### src/rtl/cell_test_pkg.sv
// Shared types and constants for the standard-cell functional test sequencer.
package cell_test_pkg;

    // Sequencer states
    typedef enum logic [1:0] {
        ST_IDLE   = 2'b00,
        ST_SETTLE = 2'b01,
        ST_SAMPLE = 2'b10,
        ST_DONE   = 2'b11
    } state_t;

    // Expected cell function encodings carried on Mode
    localparam logic [1:0] MODE_INV  = 2'b00;
    localparam logic [1:0] MODE_NAND = 2'b01;
    localparam logic [1:0] MODE_NOR  = 2'b10;
    localparam logic [1:0] MODE_XOR  = 2'b11;

    // Mismatch counter ceiling
    localparam logic [7:0] ERR_MAX = 8'd255;

    // Increment that sticks at ERR_MAX instead of wrapping to zero
    function automatic logic [7:0] sat_inc(input logic [7:0] value);
        logic [7:0] result;
        if (value == ERR_MAX) begin
            result = value;
        end else begin
            result = value + 8'd1;
        end
        return result;
    endfunction

endpackage

### src/rtl/cell_model.sv
// Combinational reference of the cell under test: expected Y for a pattern and mode.
module cell_model
    import cell_test_pkg::*;
#(
    parameter int N_IN = 1
) (
    input  logic [N_IN-1:0] stim,
    input  logic [1:0]      mode,
    output logic            y
);

    // Select the logic function named by mode and evaluate it over the pattern
    always_comb begin
        y = 1'b0;
        case (mode)
            MODE_INV:  y = ~stim[0];
            MODE_NAND: y = ~(&stim);
            MODE_NOR:  y = ~(|stim);
            MODE_XOR:  y = ^stim;
            default:   y = 1'b0;
        endcase
    end

endmodule

### src/rtl/cell_test_seq.sv
// Exhaustive functional test sequencer for a single standard cell.
// Walks every input pattern, waits SETTLE cycles for the cell to settle,
// then compares the cell response against the expected function.
module cell_test_seq
    import cell_test_pkg::*;
#(
    parameter int N_IN   = 1,
    parameter int SETTLE = 4
) (
    input  logic            Clock,
    input  logic            Reset,
    input  logic            Start,
    input  logic            Abort,
    input  logic [1:0]      Mode,
    input  logic            Resp,
    output logic [N_IN-1:0] Stim,
    output logic            Busy,
    output logic            Done,
    output logic            Pass,
    output logic [7:0]      ErrCount,
    output logic [N_IN-1:0] FirstFail
);

    // Counter only has to hold SETTLE-1, so SETTLE=1 still needs one bit
    localparam int CNT_W = (SETTLE > 1) ? $clog2(SETTLE) : 1;
    localparam logic [CNT_W-1:0] CNT_LOAD = CNT_W'(SETTLE - 1);
    localparam logic [CNT_W-1:0] CNT_ZERO = {CNT_W{1'b0}};
    localparam logic [CNT_W-1:0] CNT_ONE  = CNT_W'(1);
    localparam logic [N_IN-1:0]  STIM_ZERO = {N_IN{1'b0}};
    localparam logic [N_IN-1:0]  STIM_ONE  = N_IN'(1);

    state_t          state_r;
    state_t          state_nxt_s;
    logic [CNT_W-1:0] cnt_r;
    logic [CNT_W-1:0] cnt_nxt_s;
    logic [N_IN-1:0] stim_r;
    logic [N_IN-1:0] stim_nxt_s;
    logic [7:0]      err_r;
    logic [7:0]      err_nxt_s;
    logic [N_IN-1:0] ff_r;
    logic [N_IN-1:0] ff_nxt_s;
    logic            done_r;
    logic            done_nxt_s;
    logic            busy_r;
    logic            busy_nxt_s;
    logic            pass_r;
    logic            pass_nxt_s;
    logic [1:0]      mode_r;
    logic [1:0]      mode_nxt_s;
    logic            expected_s;

    // Expected response uses the mode captured at Start, never the live input
    cell_model #(
        .N_IN (N_IN)
    ) u_cell_model (
        .stim (stim_r),
        .mode (mode_r),
        .y    (expected_s)
    );

    // Next-state and next-output decode of the test sequence
    always_comb begin
        state_nxt_s = state_r;
        cnt_nxt_s   = cnt_r;
        stim_nxt_s  = stim_r;
        err_nxt_s   = err_r;
        ff_nxt_s    = ff_r;
        done_nxt_s  = done_r;
        mode_nxt_s  = mode_r;

        case (state_r)
            ST_IDLE: begin
                // Start wins over a simultaneous Abort; Done holds otherwise
                if (Start) begin
                    state_nxt_s = ST_SETTLE;
                    cnt_nxt_s   = CNT_LOAD;
                    stim_nxt_s  = STIM_ZERO;
                    err_nxt_s   = 8'd0;
                    ff_nxt_s    = STIM_ZERO;
                    done_nxt_s  = 1'b0;
                    mode_nxt_s  = Mode;
                end else begin
                    state_nxt_s = ST_IDLE;
                end
            end

            ST_SETTLE: begin
                if (Abort) begin
                    state_nxt_s = ST_IDLE;
                    done_nxt_s  = 1'b0;
                end else if (cnt_r == CNT_ZERO) begin
                    state_nxt_s = ST_SAMPLE;
                end else begin
                    cnt_nxt_s = cnt_r - CNT_ONE;
                end
            end

            ST_SAMPLE: begin
                if (Abort) begin
                    // Partial results are kept for inspection
                    state_nxt_s = ST_IDLE;
                    done_nxt_s  = 1'b0;
                end else begin
                    if (Resp != expected_s) begin
                        if (err_r == 8'd0) begin
                            ff_nxt_s = stim_r;
                        end else begin
                            ff_nxt_s = ff_r;
                        end
                        err_nxt_s = sat_inc(err_r);
                    end else begin
                        err_nxt_s = err_r;
                    end

                    if (&stim_r) begin
                        state_nxt_s = ST_DONE;
                    end else begin
                        // Stim only moves here, so it is steady through settle and sample
                        stim_nxt_s  = stim_r + STIM_ONE;
                        cnt_nxt_s   = CNT_LOAD;
                        state_nxt_s = ST_SETTLE;
                    end
                end
            end

            ST_DONE: begin
                done_nxt_s  = 1'b1;
                state_nxt_s = ST_IDLE;
            end

            default: begin
                state_nxt_s = ST_IDLE;
            end
        endcase

        // Status flags are registered from the next-state view so they line up with state
        busy_nxt_s = (state_nxt_s != ST_IDLE);
        pass_nxt_s = done_nxt_s && (err_nxt_s == 8'd0);
    end

    // State and result registers with synchronous reset
    always_ff @(posedge Clock) begin
        if (Reset) begin
            state_r <= ST_IDLE;
            cnt_r   <= CNT_ZERO;
            stim_r  <= STIM_ZERO;
            err_r   <= 8'd0;
            ff_r    <= STIM_ZERO;
            done_r  <= 1'b0;
            busy_r  <= 1'b0;
            pass_r  <= 1'b0;
            mode_r  <= 2'b00;
        end else begin
            state_r <= state_nxt_s;
            cnt_r   <= cnt_nxt_s;
            stim_r  <= stim_nxt_s;
            err_r   <= err_nxt_s;
            ff_r    <= ff_nxt_s;
            done_r  <= done_nxt_s;
            busy_r  <= busy_nxt_s;
            pass_r  <= pass_nxt_s;
            mode_r  <= mode_nxt_s;
        end
    end

    assign Stim      = stim_r;
    assign Busy      = busy_r;
    assign Done      = done_r;
    assign Pass      = pass_r;
    assign ErrCount  = err_r;
    assign FirstFail = ff_r;

endmodule

### config.mk
export PLATFORM = sky130hd
export DESIGN_NAME = cell_test_seq
export DESIGN_NICKNAME = d
export VERILOG_FILES = /design/src/rtl/cell_test_pkg.sv /design/src/rtl/cell_model.sv /design/src/rtl/cell_test_seq.sv
export SDC_FILE = /design/constraint.sdc
export NUM_CORES = 1
export LEC_CHECK = 0
export CORE_UTILIZATION = 50
export DETAILED_ROUTE_END_ITERATION = 6
export PLACE_DENSITY = 0.86
export SYNTH_ARGS = -nofsm -noshare
export SYNTH_HDL_FRONTEND = slang
export SYNTH_SLANG_ARGS = --single-unit
export TNS_END_PERCENT = 1
### constraint.sdc
create_clock -name Clock -period 3.05 [get_ports Clock]
set_input_delay 0.4575 -clock Clock [delete_from_list [all_inputs] [get_ports Clock]]
set_output_delay 0.4575 -clock Clock [all_outputs]
set_load 0.05 [all_outputs]
Word level (Yosys, flattened, before mapping):

Index checks and enable logic that the tools add are counted.
Widths: inputs -> output; s select.

* output and inout port bits: 13
* register bits after elaboration: 19
* word-level logic and storage cells: 72
* bits of input ports: 7

* equal/unequal tests: 15
* multiplexer cells: 29
* $add $sub $neg: 3
* reductions and logical operators: 15
* bitwise gates (word level): 1

Operators by type and width (count)
* $mux 8: 4
* $mux 2: 9
* $logic_not 8->1: 2
* $pmux 8 s2: 1
* $ne 2x2->1 const B: 7
* $mux 1: 9
* $add 8x1->8 const B: 1
* $eq 2x2->1 const B: 4
* $eq 8x8->1 const B: 1
* $pmux 2 s4: 1
* $logic_not 2->1: 3
* $pmux 1 s2: 3
* $pmux 2 s3: 1
* $reduce_and 6->1: 1
* $reduce_and 5->1: 1
* $eq 2x1->1 const B: 2
* $reduce_bool 2->1: 2
* $pmux 1 s3: 1
* $reduce_and 3->1: 1
* $reduce_bool 3->1: 1
* $reduce_or 3->1: 1
* $reduce_and 2->1: 1
* $reduce_or 2->1: 1
* $sub 2x1->2 const B: 1
* other kinds (4): 4

Logic depth before layout (Yosys ltp):

* depth in word-level cells: 9
* gate-level depth with buffers: 10
* mapped depth without buffers: 8

Hierarchy:

From an unflattened synthesis, not the netlist that was laid out.

* cell total of the unflattened synthesis: 147
* area, all modules: 1184.9 um^2

Modules (own cells, without submodules)
* cell_test_seq: seq. area each 380.4 um^2, area each 1172.4 um^2, cells each 145, times used 1
* cell_model: seq. area each 0.0 um^2, area each 12.5 um^2, cells each 2, times used 1

Worst setup path after synthesis:

No wires, ideal clock.

* path kind: flip-flop to flip-flop
* from: register err_r[1] (netlist: ErrCount[1])
* to: register pass_r (netlist: Pass)
* buffers on the path: 0
* path slack: 0.855 ns
* library setup time: 0.088 ns
* required time: 2.962 ns
* arrival: 2.107 ns
* cell stages (with the launch flop): 8
* period minus slack after synthesis: 2.195 ns
* cells stage by stage: dfxtp_1 ha_1 nand4_1 nor2_1 nor2_2 a32o_1 nand4b_1 nor4_2

* longest elaborated chain between the ends: 7
* elaborated cells on any way between the ends: 9
* those cells by class: add/sub (1); eq/ne (1); mux (5); reduce/logical (2)

RTL lines
* start: declaration: RTL line cell_test_seq.sv:38 `logic [7:0] err_r;`
* start signal: assignment: RTL line cell_test_seq.sv:157 `err_r <= err_nxt_s;`
* $add 8x1->8 / $eq 8x8->1 (equally long branches): RTL line cell_test_pkg.sv:27, cell_test_pkg.sv:24
* $mux 8: RTL line cell_test_pkg.sv:24 `if (value == ERR_MAX) begin`
* $mux 8: RTL line cell_test_seq.sv:104 `if (Resp != expected_s) begin`
* $mux 8: RTL line cell_test_seq.sv:99 `if (Abort) begin`
* $pmux 8 s2 *: RTL line cell_test_seq.sv:71 `case (state_r)`
* $logic_not 8->1 *: RTL line cell_test_seq.sv:138 `pass_nxt_s = done_nxt_s && (err_nxt_s == 8'd0);`
* $logic_and 1x1->1 *: RTL line cell_test_seq.sv:138
* end signal: assignment: RTL line cell_test_seq.sv:161 `pass_r <= pass_nxt_s;`
* end: declaration: RTL line cell_test_seq.sv:46 `logic pass_r;`

Mark *: on every way between the ends. The rest lies on a longest branch, timed or not.
A chain may end at the register's enable or synchronous reset.

Worst setup path after layout:

* from: register state_r[0]
* to: register pass_r (netlist: Pass)

* longest elaborated chain between the ends: 4
* elaborated cells on any way between the ends: 9
* those cells by class: eq/ne (3); mux (2); reduce/logical (4)

RTL lines
* start: declaration: RTL line cell_test_seq.sv:32 `state_t state_r;`
* start signal: assignment: RTL line cell_test_seq.sv:154 `state_r <= state_nxt_s;`
* $eq 2x2->1 (tied with other cells): RTL line cell_test_seq.sv:71
* $pmux 8 s2 / $reduce_or 2->1 (equally long branches)
* $logic_not 8->1 / $pmux 1 s3 (equally long branches): RTL line cell_test_seq.sv:138, cell_test_seq.sv:71
* $logic_and 1x1->1 *: RTL line cell_test_seq.sv:138

Marks and branches as above.

==> results.cfg <==
[outcome]
status = finished, final reports clean

[global_route]
grt.overflow.total = 0
grt_pass1_wl_mm = 4.588
grt_start_max_net_pins = 20
track_usage_pct = 23.80
first_global_vias = 1120
antenna_found_initial = 0

[worst_setup_path]
path_max_fanout = 19
cp.required_ns = 3.28
path_class = reg -> reg
end_kind = flop
worstPathArrival_ns = 2.54
startpoint_type = flop

[route]
drc = 0
vias_per_cell = 6.126
ant_nets = 0
wire_per_inst_um = 14.82
vias = 1170
dr.pass1.iters = 4
first_iter_violations = 41
wl_mm = 2.830

[min_path]
worstHoldPathType = reg -> reg

[die]
die_y_um = 50.73
core_um2 = 2233
initial_core_util_pct = 53.17
fp.dieW_um = 50.73
num_rows = 17
io-pin-count = 20
die_area_um2 = 2574

[clock_tree]
post-cts-setup-buffer-count = 0
cts.sinks = 19
numCtsBuffers = 3
clkTransAtPathRegs_ns = 0.11
ctsResizeCount = 0
clock_latency_ns = 0.30
cts_tree = done
cts.hold.buffers_added = 0
clk_path_buf_depth = 2
clockRootBuffer = clkbuf_4
htree_levels = 1

[timing]
fin_tns_setup_ns = 0
post-route-period-util_pct = 75.81
setup_slack_ns = 0.7378
fmax_mhz = 432.5
finClkSkew_ns = 0.007728
rsz0062_at_grt = no
slew_viol_final = 0
setup_viol = 0
max_slew_margin_pct = 54.08
finalHoldViolations = 0
hold_ws_ns = 0.4784
period_needed_ns = 2.312
tightestPinTransition_ns = 0.6888

[power_and_ir_drop]
finalPower_mw = 0.4486
p_leak_nw = 0.4943
vdd.ir_drop.worst_mv = 0.2199
p_per_area_nw_per_um2 = 321.0

[synthesis]
seq_area_frac_synth_pct = 32.03
yosysWarnings = 0
async_flop_share_pct = 0
netlist_instances = 146
syn_area_um2 = 1187
synth_ff_type = dfxtp_1
ys_seq_elements = 19
synth_edf_count = 0
syn-num-nets = 160
synth.avg_cell_area_um2 = 8.133
synth_cell_types = 44

[place]
place_hpwl_mm = 2.026
port_buffers = 19
routabilityCongestion = 0.8921
place_area_um2 = 1370
dp_cells = 187
dp_slack_ns = 0.4695

[layout]
insertedDiodeCount = 0
drive_gt1_share_pct = 10.43
final_area_um2 = 1398
finalNetCount = 178
final_cell_mix = dfxtp_1, clkdlybuf4s50_1, nor2_1
fin_cells = 191
utilization_pct = 62.58
area_growth_pct = 17.70

[job]
drv_cap = 0
-- metal layers --
metal	GRT usage [%]	share of wire, %	wire length [µm]	vias to the layer above
met5	0	0	0	-
met4	12.04	1.9	55	0
met3	2.727	5.8	163	7
met2	42.22	49	1389	55
met1	27.84	43	1221	539
li1	-	-	-	569
-- logic make-up (layout without fill, tap and decap cells) --
kind of cell / Yosys count / in the layout / share of synthesized area (%)
compound gates: 38 / 38 / 20.55
xor+xnor: 2 / 2 / 2.108
fa+ha+maj: 7 / 7 / 7.376
buf+inv: 15 / 32 / 6.744
flops: 19 / 19 / 32.03
mux: 4 / 4 / 3.793
simple gates: 61 / 61 / 27.40
-- synthesized netlist by cell type (all sizes together), types with 4 or more instances --
master	number	area (µm²)
dfxtp	19	380.4
buf	4	28.78
a21oi	13	65.06
nor4	5	37.53
ha	7	87.58
nand2	13	48.80
nor3	4	20.02
inv	8	30.03
nand3	5	25.02
and3	4	25.02
a31oi	4	25.02
o21ai	8	40.04
nor2	16	62.56
-- final cells by class --
class                           instances  area, µm²
Clock inverter                          1      5.005
Multi-Input combinational cell        112      726.9
Timing Repair Buffer                   20      197.7
Clock buffer                            3      22.52
Tap cell                               28      35.03
Inverter                                8      30.03
Sequential cell                        19      380.4
Fill cell                             211      835.8
-- final timing paths --
kind / start / to / slack (ns) / cells past startpoint
max reg2reg: state_r[0] / Pass / 0.74 / 7
min reg2reg: cnt_r[1] / cnt_r[1] / 0.48 / 2
max: state_r[0] / Pass / 0.74 / 7
min: cnt_r[1] / cnt_r[1] / 0.48 / 2
-- registers in the layout, indices dropped and copies added (netlist names) --
signal and flops:
Busy 1, Done 1, ErrCount 8, FirstFail 1, Pass 1, Stim 1
cnt_r 2, mode_r 2, state_r 2
-- power breakdown --
part           switching [mW]  internal (mW)
logic                  0.0368         0.0245
clock network          0.0807         0.0489
registers             0.00343          0.254
-- critical path, stage by stage, from the launching register on --
cell and delay, ns:
dfxtp_1 0.36, inv_1 0.09, ha_1 0.60, mux2i_1 0.15, buf_4 0.22, nor4b_1 0.45, nor3_1 0.12, nor4_2 0.26
Power figures use the tool's default switching activity.
